==> config.mk <==
export PLATFORM = sky130hd
export DESIGN_NAME = cpm_readout_flat
export DESIGN_NICKNAME = d
export VERILOG_FILES = /design/src/rtl/cpm_pkg.sv /design/src/rtl/cpm_readout_if.sv /design/src/rtl/cpm_therm_enc.sv /design/src/rtl/cpm_readout.sv /design/src/flat_wrapper.sv
export SDC_FILE = /design/constraint.sdc
export NUM_CORES = 1
export LEC_CHECK = 0
export CAP_MARGIN = 20
export CORE_MARGIN = 1.5
export CORE_UTILIZATION = 30
export DETAILED_ROUTE_END_ITERATION = 12
export PLACE_DENSITY = 0.51
export RECOVER_POWER = 50
export SYNTH_ARGS = -nofsm -noshare
export SYNTH_HDL_FRONTEND = slang
export SYNTH_SLANG_ARGS = --single-unit
==> constraint.sdc <==
create_clock -name SC_CLK -period 26.8 [get_ports SC_CLK]
set_input_delay 5.36 -clock SC_CLK [delete_from_list [all_inputs] [get_ports SC_CLK]]
set_output_delay 5.36 -clock SC_CLK [all_outputs]
set_load 0.02 [all_outputs]
==> src/rtl/cpm_pkg.sv <==
// cpm_pkg: shared widths, frame length and FSM states for the CPM readout.
// Frame grows by a trailing parity bit when CPM_READOUT_PARITY_EN is defined.
package cpm_pkg;
  localparam int WIDTH = 16;
  localparam int CODE_W = 5;
  localparam int NSAMP_W = 4;
  localparam int SYNC_STAGES = 2;
  function automatic int sum_w(input int code_w, input int nsamp_w);
    return code_w + nsamp_w;
  endfunction
  localparam int SUM_W = sum_w(CODE_W, NSAMP_W);
  localparam int DATA_W = 1 + 2 * CODE_W + SUM_W;
`ifdef CPM_READOUT_PARITY_EN
  localparam int FRAME_W = DATA_W + 1;
`else
  localparam int FRAME_W = DATA_W;
`endif
  localparam int CNT_W = $clog2(FRAME_W);
  typedef enum logic [2:0] {IDLE, SYNC, SAMPLE, SHIFT, DONE} state_t;
endpackage

==> src/rtl/cpm_readout_if.sv <==
// cpm_readout_if: thermometer input, burst control and serial result of the CPM readout.
interface cpm_readout_if;
  logic [1:cpm_pkg::WIDTH] CPM_OUT;
  logic START;
  logic [cpm_pkg::NSAMP_W-1:0] NSAMP;
  logic BUSY;
  logic DONE;
  logic SO;
  logic SO_VLD;
  logic [cpm_pkg::CODE_W-1:0] MIN_CODE;
  logic [cpm_pkg::CODE_W-1:0] MAX_CODE;
  logic [cpm_pkg::SUM_W-1:0] SUM_CODE;
  logic BUBBLE_ERR;
  modport master (
    output CPM_OUT, START, NSAMP,
    input BUSY, DONE, SO, SO_VLD, MIN_CODE, MAX_CODE, SUM_CODE, BUBBLE_ERR
  );
  modport slave (
    input CPM_OUT, START, NSAMP,
    output BUSY, DONE, SO, SO_VLD, MIN_CODE, MAX_CODE, SUM_CODE, BUBBLE_ERR
  );
endinterface

==> src/rtl/cpm_therm_enc.sv <==
// cpm_therm_enc: thermometer word to leading-ones count, flagging any 1 after the first 0.
module cpm_therm_enc #(
  parameter int WIDTH = 16,
  parameter int CODE_W = 5
) (
  input  logic [1:WIDTH]    i_therm,
  output logic [CODE_W-1:0] o_code,
  output logic              o_bubble
);
  logic w_run;
  always_comb begin
    o_code = '0;
    o_bubble = 1'b0;
    w_run = 1'b1;
    for (int k = 1; k <= WIDTH; k++) begin
      if (!i_therm[k]) w_run = 1'b0;
      else if (w_run) o_code = o_code + CODE_W'(1);
      else o_bubble = 1'b1;
    end
  end
endmodule

==> src/rtl/cpm_readout.sv <==
// cpm_readout: synchronise CPM thermometer, accumulate min/max/sum over a burst, shift result out.
// Build option CPM_READOUT_PARITY_EN appends an even-parity bit to the serial frame.
module cpm_readout
  import cpm_pkg::*;
(
  input logic SC_CLK,
  input logic RST,
  cpm_readout_if.slave bus
);
  state_t r_state, w_next;
  logic [SYNC_STAGES-1:0][1:WIDTH] r_sync;
  logic [CNT_W-1:0] r_cnt;
  logic [NSAMP_W-1:0] r_nsamp;
  logic [CODE_W-1:0] r_min, r_max, r_min_o, r_max_o, w_code, w_min, w_max;
  logic [SUM_W-1:0] r_sum, r_sum_o, w_sum;
  logic r_bub, r_bub_o, w_bubble, w_bub, w_first, w_start, w_last;
  logic [DATA_W-1:0] w_data;
  logic [FRAME_W-1:0] r_sh, w_frame;

  cpm_therm_enc #(.WIDTH(WIDTH), .CODE_W(CODE_W)) u_enc (
    .i_therm (r_sync[SYNC_STAGES-1]),
    .o_code  (w_code),
    .o_bubble(w_bubble)
  );

  always_ff @(posedge SC_CLK or negedge RST)
    if (!RST) r_state <= IDLE;
    else r_state <= w_next;

  always_comb begin
    w_next = r_state;
    case (r_state)
      IDLE:    w_next = bus.START ? SYNC : IDLE;
      SYNC:    w_next = (r_cnt == CNT_W'(SYNC_STAGES - 1)) ? SAMPLE : SYNC;
      SAMPLE:  w_next = (r_cnt == CNT_W'(r_nsamp)) ? SHIFT : SAMPLE;
      SHIFT:   w_next = (r_cnt == CNT_W'(FRAME_W - 1)) ? DONE : SHIFT;
      default: w_next = IDLE;
    endcase
  end

  assign w_start = (r_state == IDLE) && bus.START;
  assign w_last = (r_state == SAMPLE) && (w_next == SHIFT);
  assign w_first = r_cnt == '0;
  assign w_min = (w_first || w_code < r_min) ? w_code : r_min;
  assign w_max = (w_first || w_code > r_max) ? w_code : r_max;
  assign w_sum = (w_first ? SUM_W'(0) : r_sum) + SUM_W'(w_code);
  assign w_bub = (!w_first && r_bub) || w_bubble;
  assign w_data = {w_bub, w_min, w_max, w_sum};
`ifdef CPM_READOUT_PARITY_EN
  assign w_frame = {w_data, ^w_data};
`else
  assign w_frame = w_data;
`endif

  // One counter times SYNC, SAMPLE and SHIFT; it restarts on every state change.
  always_ff @(posedge SC_CLK or negedge RST)
    if (!RST) begin
      r_sync <= '0;
      r_cnt <= '0;
      r_nsamp <= '0;
      r_min <= '0;
      r_max <= '0;
      r_sum <= '0;
      r_bub <= 1'b0;
      r_min_o <= '0;
      r_max_o <= '0;
      r_sum_o <= '0;
      r_bub_o <= 1'b0;
      r_sh <= '0;
    end else begin
      r_sync <= {r_sync[SYNC_STAGES-2:0], bus.CPM_OUT};
      r_cnt <= (w_next != r_state || r_state == IDLE) ? '0 : r_cnt + 1'b1;
      if (w_start) begin
        r_nsamp <= bus.NSAMP;
        r_min <= '0;
        r_max <= '0;
        r_sum <= '0;
        r_bub <= 1'b0;
      end
      if (r_state == SAMPLE) begin
        r_min <= w_min;
        r_max <= w_max;
        r_sum <= w_sum;
        r_bub <= w_bub;
      end
      if (w_last) begin
        r_min_o <= w_min;
        r_max_o <= w_max;
        r_sum_o <= w_sum;
        r_bub_o <= w_bub;
        r_sh <= w_frame;
      end else if (r_state == SHIFT) r_sh <= r_sh << 1;
    end

  assign bus.BUSY = r_state != IDLE;
  assign bus.DONE = r_state == DONE;
  assign bus.SO_VLD = r_state == SHIFT;
  assign bus.SO = (r_state == SHIFT) && r_sh[FRAME_W-1];
  assign bus.MIN_CODE = r_min_o;
  assign bus.MAX_CODE = r_max_o;
  assign bus.SUM_CODE = r_sum_o;
  assign bus.BUBBLE_ERR = r_bub_o;
endmodule

==> src/flat_wrapper.sv <==
// flat-port wrapper written by rule: the top's interface ports become plain ports
module cpm_readout_flat import cpm_pkg::*;
  (SC_CLK, RST, bus_CPM_OUT, bus_START, bus_NSAMP, bus_BUSY, bus_DONE, bus_SO, bus_SO_VLD, bus_MIN_CODE, bus_MAX_CODE, bus_SUM_CODE, bus_BUBBLE_ERR);
  cpm_readout_if bus_i ();
  input logic SC_CLK;
  input logic RST;
  input wire logic [$bits(bus_i.CPM_OUT)-1:0] bus_CPM_OUT;
  input wire logic [$bits(bus_i.START)-1:0] bus_START;
  input wire logic [$bits(bus_i.NSAMP)-1:0] bus_NSAMP;
  output wire logic [$bits(bus_i.BUSY)-1:0] bus_BUSY;
  output wire logic [$bits(bus_i.DONE)-1:0] bus_DONE;
  output wire logic [$bits(bus_i.SO)-1:0] bus_SO;
  output wire logic [$bits(bus_i.SO_VLD)-1:0] bus_SO_VLD;
  output wire logic [$bits(bus_i.MIN_CODE)-1:0] bus_MIN_CODE;
  output wire logic [$bits(bus_i.MAX_CODE)-1:0] bus_MAX_CODE;
  output wire logic [$bits(bus_i.SUM_CODE)-1:0] bus_SUM_CODE;
  output wire logic [$bits(bus_i.BUBBLE_ERR)-1:0] bus_BUBBLE_ERR;
  assign bus_i.CPM_OUT = bus_CPM_OUT;
  assign bus_i.START = bus_START;
  assign bus_i.NSAMP = bus_NSAMP;
  assign bus_BUSY = bus_i.BUSY;
  assign bus_DONE = bus_i.DONE;
  assign bus_SO = bus_i.SO;
  assign bus_SO_VLD = bus_i.SO_VLD;
  assign bus_MIN_CODE = bus_i.MIN_CODE;
  assign bus_MAX_CODE = bus_i.MAX_CODE;
  assign bus_SUM_CODE = bus_i.SUM_CODE;
  assign bus_BUBBLE_ERR = bus_i.BUBBLE_ERR;
  cpm_readout u_core (.SC_CLK(SC_CLK), .RST(RST), .bus(bus_i));
endmodule
Yosys cells after proc, flatten, opt, wreduce, memory -nomap -nowiden

Cells that the tools add are included.

Multiplexer cells: 94
Equality and inequality tests: 9
Reductions and logical operators: 14
$add $sub $neg: 17
Magnitude comparators: 2

Operators by type and width:

| kind                                                                  | count |
|---|---|
| 5-bit 2-to-1 mux                                                      | 36 |
| 5-bit by 1-bit adder with 5-bit output, second input constant         | 16 |
| 1-bit 2-to-1 mux                                                      | 50 |
| 20-bit 2-to-1 mux                                                     | 2 |
| 9-bit 2-to-1 mux                                                      | 3 |
| 3-bit one-hot mux with 4 select lines                                 | 1 |
| 9-bit by 5-bit adder with 9-bit output                                | 1 |
| 3-bit by 2-bit equality test with 1-bit output, second input constant | 3 |
| 5-bit by 1-bit equality test with 1-bit output, second input constant | 1 |
| 5-bit by 4-bit equality test with 1-bit output                        | 1 |
| 5-bit equality test, second input constant                            | 1 |
| 5-bit > comparator                                                    | 1 |
| 5-bit zero test                                                       | 1 |
| 5-bit less-than comparator                                            | 1 |
| 1-bit logical AND                                                     | 4 |
| 1-bit logical OR                                                      | 4 |
| 2-bit nonzero test                                                    | 2 |
| 3-bit by 1-bit equality test with 1-bit output, second input constant | 1 |
| 3-bit equality test, second input constant                            | 1 |
| 3-bit zero test                                                       | 1 |
| 3-bit 2-to-1 mux                                                      | 1 |
| 3-bit != test                                                         | 1 |
| 3-bit nonzero test                                                    | 1 |
| 2-bit 2-to-1 mux                                                      | 1 |
| 1-bit zero test                                                       | 1 |

Register bits: 104
Input port bits: 23

Logic depth before layout (Yosys ltp)

Word-level depth: 50
Gate-level depth with buffers: 51
Gate-level depth less buffers: 51

Cells and area by module

A second synthesis with hierarchy kept.

Cell total of the unflattened synthesis: 634
Area, all modules: 6,119.6 µm²

By module, submodules not included:

| module        | area each (µm²) | instances | cells an instance |
|---|---|---|---|
| cpm_readout   | 4,494.3         | 1         | 403 |
| cpm_therm_enc | 1,625.3         | 1         | 231 |

Least setup slack after synthesis

No wires, ideal clock.

Kind: flip-flop to flip-flop
Start: reg u_core.r_sync[30] (netlist bit)
End: reg u_core.r_sh[13]
Setup time: 124 ps
Clock period less this slack: 9,854 ps
Required time: 26,676 ps
Slack: 16,946 ps
Stages on the path, launching flop included: 52
Arrival: 9,730 ps
Cell sequence: dfrtp_1 -> inv_1 -> o21a_1 -> ha_1 -> nor2_1 -> nor2_1 -> ha_1 -> mux2i_1 -> a31oi_1 -> ha_1 -> nor2_1 -> nor3_1 -> ha_1 -> a211oi_1 -> nor3_1 -> ha_1 -> nand2_1 -> nand2_1 -> (+16 left out) -> ha_1 -> mux2i_1 -> a21oi_1 -> ha_1 -> a21oi_1 -> o21ai_0 -> nor4bb_1 -> and2_1 -> a311o_1 -> xor2_1 -> ha_1 -> o21ai_0 -> nand2b_1 -> a21boi_0 -> inv_1 -> nor2_1 -> a311oi_2 -> a211o_1

Cells in the longest elaborated chain, start to end: 47
Elaborated cells on any way between the ends: 61

RTL lines:

| item                                   | line                | source |
|---|---|---|
| from (decl)                            | cpm_readout.sv:11   | `logic [SYNC_STAGES-1:0][1:WIDTH] r_sync;` |
| from (signal assigned)                 | cpm_readout.sv:71   | `r_sync <= {r_sync[SYNC_STAGES-2:0], bus.CPM_OUT};` |
| 5-bit 2-to-1 mux                       | cpm_therm_enc.sv:16 | `if (!i_therm[k]) w_run = 1'b0;` |
| 5-bit by 1-bit adder with 5-bit output | cpm_therm_enc.sv:17 | `else if (w_run) o_code = o_code + CODE_W'(1);` |
| 5-bit 2-to-1 mux                       | cpm_therm_enc.sv:17 |  |
| 5-bit 2-to-1 mux                       | cpm_therm_enc.sv:16 |  |
| 5-bit by 1-bit adder with 5-bit output | cpm_therm_enc.sv:17 |  |
| 5-bit 2-to-1 mux                       | cpm_therm_enc.sv:17 |  |
| 5-bit 2-to-1 mux                       | cpm_therm_enc.sv:16 |  |
| 5-bit by 1-bit adder with 5-bit output | cpm_therm_enc.sv:17 |  |
| (+31 left out)                         | -                   |  |
| 5-bit 2-to-1 mux                       | cpm_therm_enc.sv:16 |  |
| 5-bit by 1-bit adder with 5-bit output | cpm_therm_enc.sv:17 |  |
| 5-bit 2-to-1 mux                       | cpm_therm_enc.sv:17 |  |
| 5-bit 2-to-1 mux *                     | cpm_therm_enc.sv:16 |  |
| 5-bit > comparator                     | cpm_readout.sv:45   | `assign w_max = (w_first \|\| w_code > r_max) ? w_code : r_max;` |
| 1-bit logical OR                       | cpm_readout.sv:45   |  |
| 5-bit 2-to-1 mux *                     | cpm_readout.sv:45   |  |
| 20-bit 2-to-1 mux *                    | cpm_readout.sv:86   | `if (w_last) begin` |
| to (signal assigned)                   | cpm_readout.sv:91   | `r_sh <= w_frame;` |
| to (signal assigned)                   | cpm_readout.sv:92   | `end else if (r_state == SHIFT) r_sh <= r_sh << 1;` |
| to (decl)                              | cpm_readout.sv:18   | `logic [FRAME_W-1:0] r_sh, w_frame;` |

Every way passes the cells marked *; elsewhere a longest branch is shown, timed or not.
A chain may end at the register's enable or synchronous reset.

Worst setup path in the final report

Start: reg u_core.r_sync[30] (netlist bit)
End: reg u_core.r_sh[11]

The elaborated chain is that of the path after synthesis.

==> metrics.md <==
| Metric | Value |
|---|---|
| Final Hold Fails | 0 |
| Internal | 379.6 uW |
| Post-synthesis async set-or-reset flop share | 1.000 |
| Cell taking the most area after synthesis | dfrtp_1 |
| Critical path's top delay family | adder cells |
| Post-synth EDFFs | 0 |
| Unrepaired setup endpoints after global routing | no |
| PostCTS Resize Cnt | 0 |
| Yosys cell types | 87 |
| First-pass detailed-route iteration total | 5 |
| CTS Hold Buffers Added | 0 |
| Clock-pin slew on the worst setup and hold paths | 80 ps |
| GRT Total Usage | 0.1451 |
| Congestion Overflow GR | 0 |
| Top FF cell, synth | dfrtp_1 |
| Post-Synthesis Cells | 673 |
| Rows | 53 |
| Dpl hpwl | 11170 um |
| Clock buffer depth | 2 |
| DR WL/cell | 15.21 um |
| Port bufs | 46 |
| TritonCTS buffer count | 9 |
| RePlAce Congestion | 0.8451 |
| Clk_lat worst skew | about 360 ps |
| Iter 0 DRT Violations | 218 |
| Fmax | about 0.091 GHz |
| Clk pwr share | 0.231 |
| CP Buf/Inv Count | 2 |
| Synth top area share | 0.4099 |
| Clock Sinks | 104 |
| Core ar. | between 20000 and 25000 um2 |
| Syn nets | 727 |
| Fillers | 2134 |
| Yosys warning total | 0 |
| HP Start | u_core.r_sync[11]$_DFF_PN0_ |
| Number of global-route vias before repair | 5008 |
| Final Cycle Share | 0.4121 |
| Non-filler cells, final | 990 |
| Most frequent cells in the layout | dfrtp_1, nand2_1, nor2_1, inv_1, ha_1 |
| Final setup margin | 15760 ps |
| Min Tclk post-route | around 11000 ps |
| Worst EP arrival | 11210 ps |
| Final setup vio count | 0 |
| Via count | approximately 5000 |
| Final nets | approximately 760 |
| Psw | 233.8 uW |
| Register area share after synthesis | 0.4099 |
| Initial antenna violation count | 0 |
| Most common cell after layout, fill and taps aside | dfrtp_1 |
| Netlist Area Pre-Place | 6350 um2 |
| Pre-CTS WS | ~16000 ps |
| Critical-path top delay cell | dfrtp_1 |
| Worst hold slack | approximately 350 ps |
| Synth area leaders | dfrtp_1, ha_1, nand2_1 |
| Slew margin rel. | -1.358 |
| Setup TNS | 0 ps |
| Final ANT Viol Nets | 0 |
| Die width | about 150 um |
| Placed cells | 974 |
| Initial Util | 0.3040 |
| Critical path class | reg -> reg |
| Share of cells above drive strength 1 | 0.07832 |
| CP Max Fanout | 7 |
| CP peak stage delay | 480 ps |
| Startpoint types | register |
| Comb pwr share | 0.390 |
| Largest net degree at the start of global routing | 68 |
| MaxCap Viol Count | 3 |
| Die area | 22050 um2 |
| Flop pwr share | 0.379 |
| Drt via density | 5.043 |
| # DRC | 0 |
| H-tree levels | 3 |
| Peak VDD IR | around 40 uV |
| Root buf cell | clkbuf_16 |
| # diodes | 0 |
| First-pass GRT wire length | 25550 um |
| Crit end category | register |
| Die Y | 148.5 um |
| Failing checks | max-capacitance violations, max-slew violations |
| Avg Inst Size Synth | 9.435 um2 |
| Skew final | 11.79 ps |
| Area Overhead vs Synth | 16.37% |
| Status | complete, but fails checks |
| Net Sw Frac | 0.3812 |
| Crit path from | u_core.r_sync[30]$_DFF_PN0_ |
| Final core utilization | 0.3538 |
| R2r startpoint | u_core.r_sync[30]$_DFF_PN0_ |
| Yosys reg bits | between 100 and 150 |
| Worst-margin pin slew | approximately 3500 ps |
| Final wirelength | ~15000 um |
| CTS tree | done |
| Setup Fix Bufs, Post-CTS | 0 |
| Hold Crit Class | reg -> reg |
| PwrDens | 83.01 nW/um2 |
| Worst path most repeated cell | ha_1 |
| Max-slew violations | 144 |
| Leak | between 0.003 and 0.004 uW |
| Required time worst endpoint | 26970 ps |
| Top Ports | 47 |
[synth_stat cells, types with 5 or more instances]
cell type / instances
ha_1: 30
xnor2_1: 13
o21a_1: 8
nor2b_1: 6
nor3_1: 12
xor2_1: 13
clkbuf_1: 20
o21ai_1: 5
a21boi_0: 5
o21ai_0: 22
a211oi_1: 6
a21oi_1: 29
mux2i_1: 21
and2_1: 11
nand3_1: 24
and3_1: 11
inv_1: 30
or3_1: 6
nand4_1: 9
a21o_1: 17
nor2_1: 64
dfrtp_1: 104
a31oi_1: 5
a22o_1: 11
mux2_2: 9
nand3b_1: 5
nand2_1: 86
[kinds of logic (layout without fill, tap and decap cells)]
logic type / Yosys count / count (layout) / synth area share
AND/OR/NAND/NOR: 266 / 266 / 0.2103
AO/OA/AOI/OAI: 151 / 151 / 0.1730
flip-flops: 104 / 104 / 0.4099
buffers and inverters: 58 / 100 / 0.03625
XOR/XNOR: 32 / 32 / 0.05695
adder cells (fa/ha/maj): 31 / 31 / 0.06227
multiplexers: 31 / 31 / 0.05143
[stage by stage]
stage | instance area (um2) | power, uW
2_1_floorplan | 6350 | 396.0
3_3_place_gp | 7092 | 474.2
3_5_place_dp | 7092 | 480.8
4_1_cts | 7417 | 624.1
5_1_grt | 7390 | 661.3
6_report | 7390 | 613.4
[power groups by stage]
| stage | sequential (uW) | combinational, uW | clock (uW) |
|---|---|---|---|
| after floorplan | 239 | 157 | 0 |
| after global placement | 235 | 240 | 0 |
| after detailed placement | 236 | 245 | 0 |
| after CTS | 233 | 245 | 146 |
| after global routing | 239 | 270 | 152 |
| final | 232 | 239 | 142 |
[layout make-up]
| class | instances | area (um2) | share of cell area |
|---|---|---|---|
| clock buffers | 9 | 225.2 | 0.03048 |
| clock inverters | 7 | 100.1 | 0.01355 |
| inverters | 32 | 120.1 | 0.01625 |
| multi-input cells | 511 | 3517 | 0.4760 |
| flip-flops and latches | 104 | 2603 | 0.3522 |
| well taps | 275 | 344.1 | 0.04656 |
| repair buffers | 52 | 480.5 | 0.06502 |
[sequential cells by signal, indices dropped and copies added, names as in the netlist]
name,count
u_core.r_min,5
u_core.bus.SUM_CODE,9
u_core.r_bub,1
u_core.bus.MAX_CODE,5
u_core.bus.BUBBLE_ERR,1
u_core.bus.MIN_CODE,5
u_core.r_state,3
u_core.r_nsamp,4
u_core.r_sum,9
u_core.r_cnt,5
u_core.r_sh,20
u_core.r_sync,32
u_core.r_max,5
[layer usage]
metal  routed length (um)  vias to the layer above  share of wire  global-route usage
li1                     -                     2465              -                   -
met4                  199                        0          0.013             0.04505
met3                  427                       13          0.028             0.01902
met1                 7027                     2433           0.47              0.1921
met5                    0                        -              0                   0
met2                 7400                       82           0.49              0.2460
[worst paths after layout]
check                                                   end  slack, ps  cells past startpoint
min in group asynchronous       u_core.r_sh[17]$_DFFE_PN0P_       5570                      1
worst min register to register  u_core.r_sync[27]$_DFF_PN0_        350                      0
worst min-delay path            u_core.r_sync[27]$_DFF_PN0_        350                      0
worst max-delay path            u_core.r_sh[11]$_DFFE_PN0P_      15760                     50
max in group asynchronous       u_core.r_sync[26]$_DFF_PN0_      17010                      2
worst max register to register  u_core.r_sh[11]$_DFFE_PN0P_      15760                     50
Note: power is estimated with default switching activity, not from simulation.
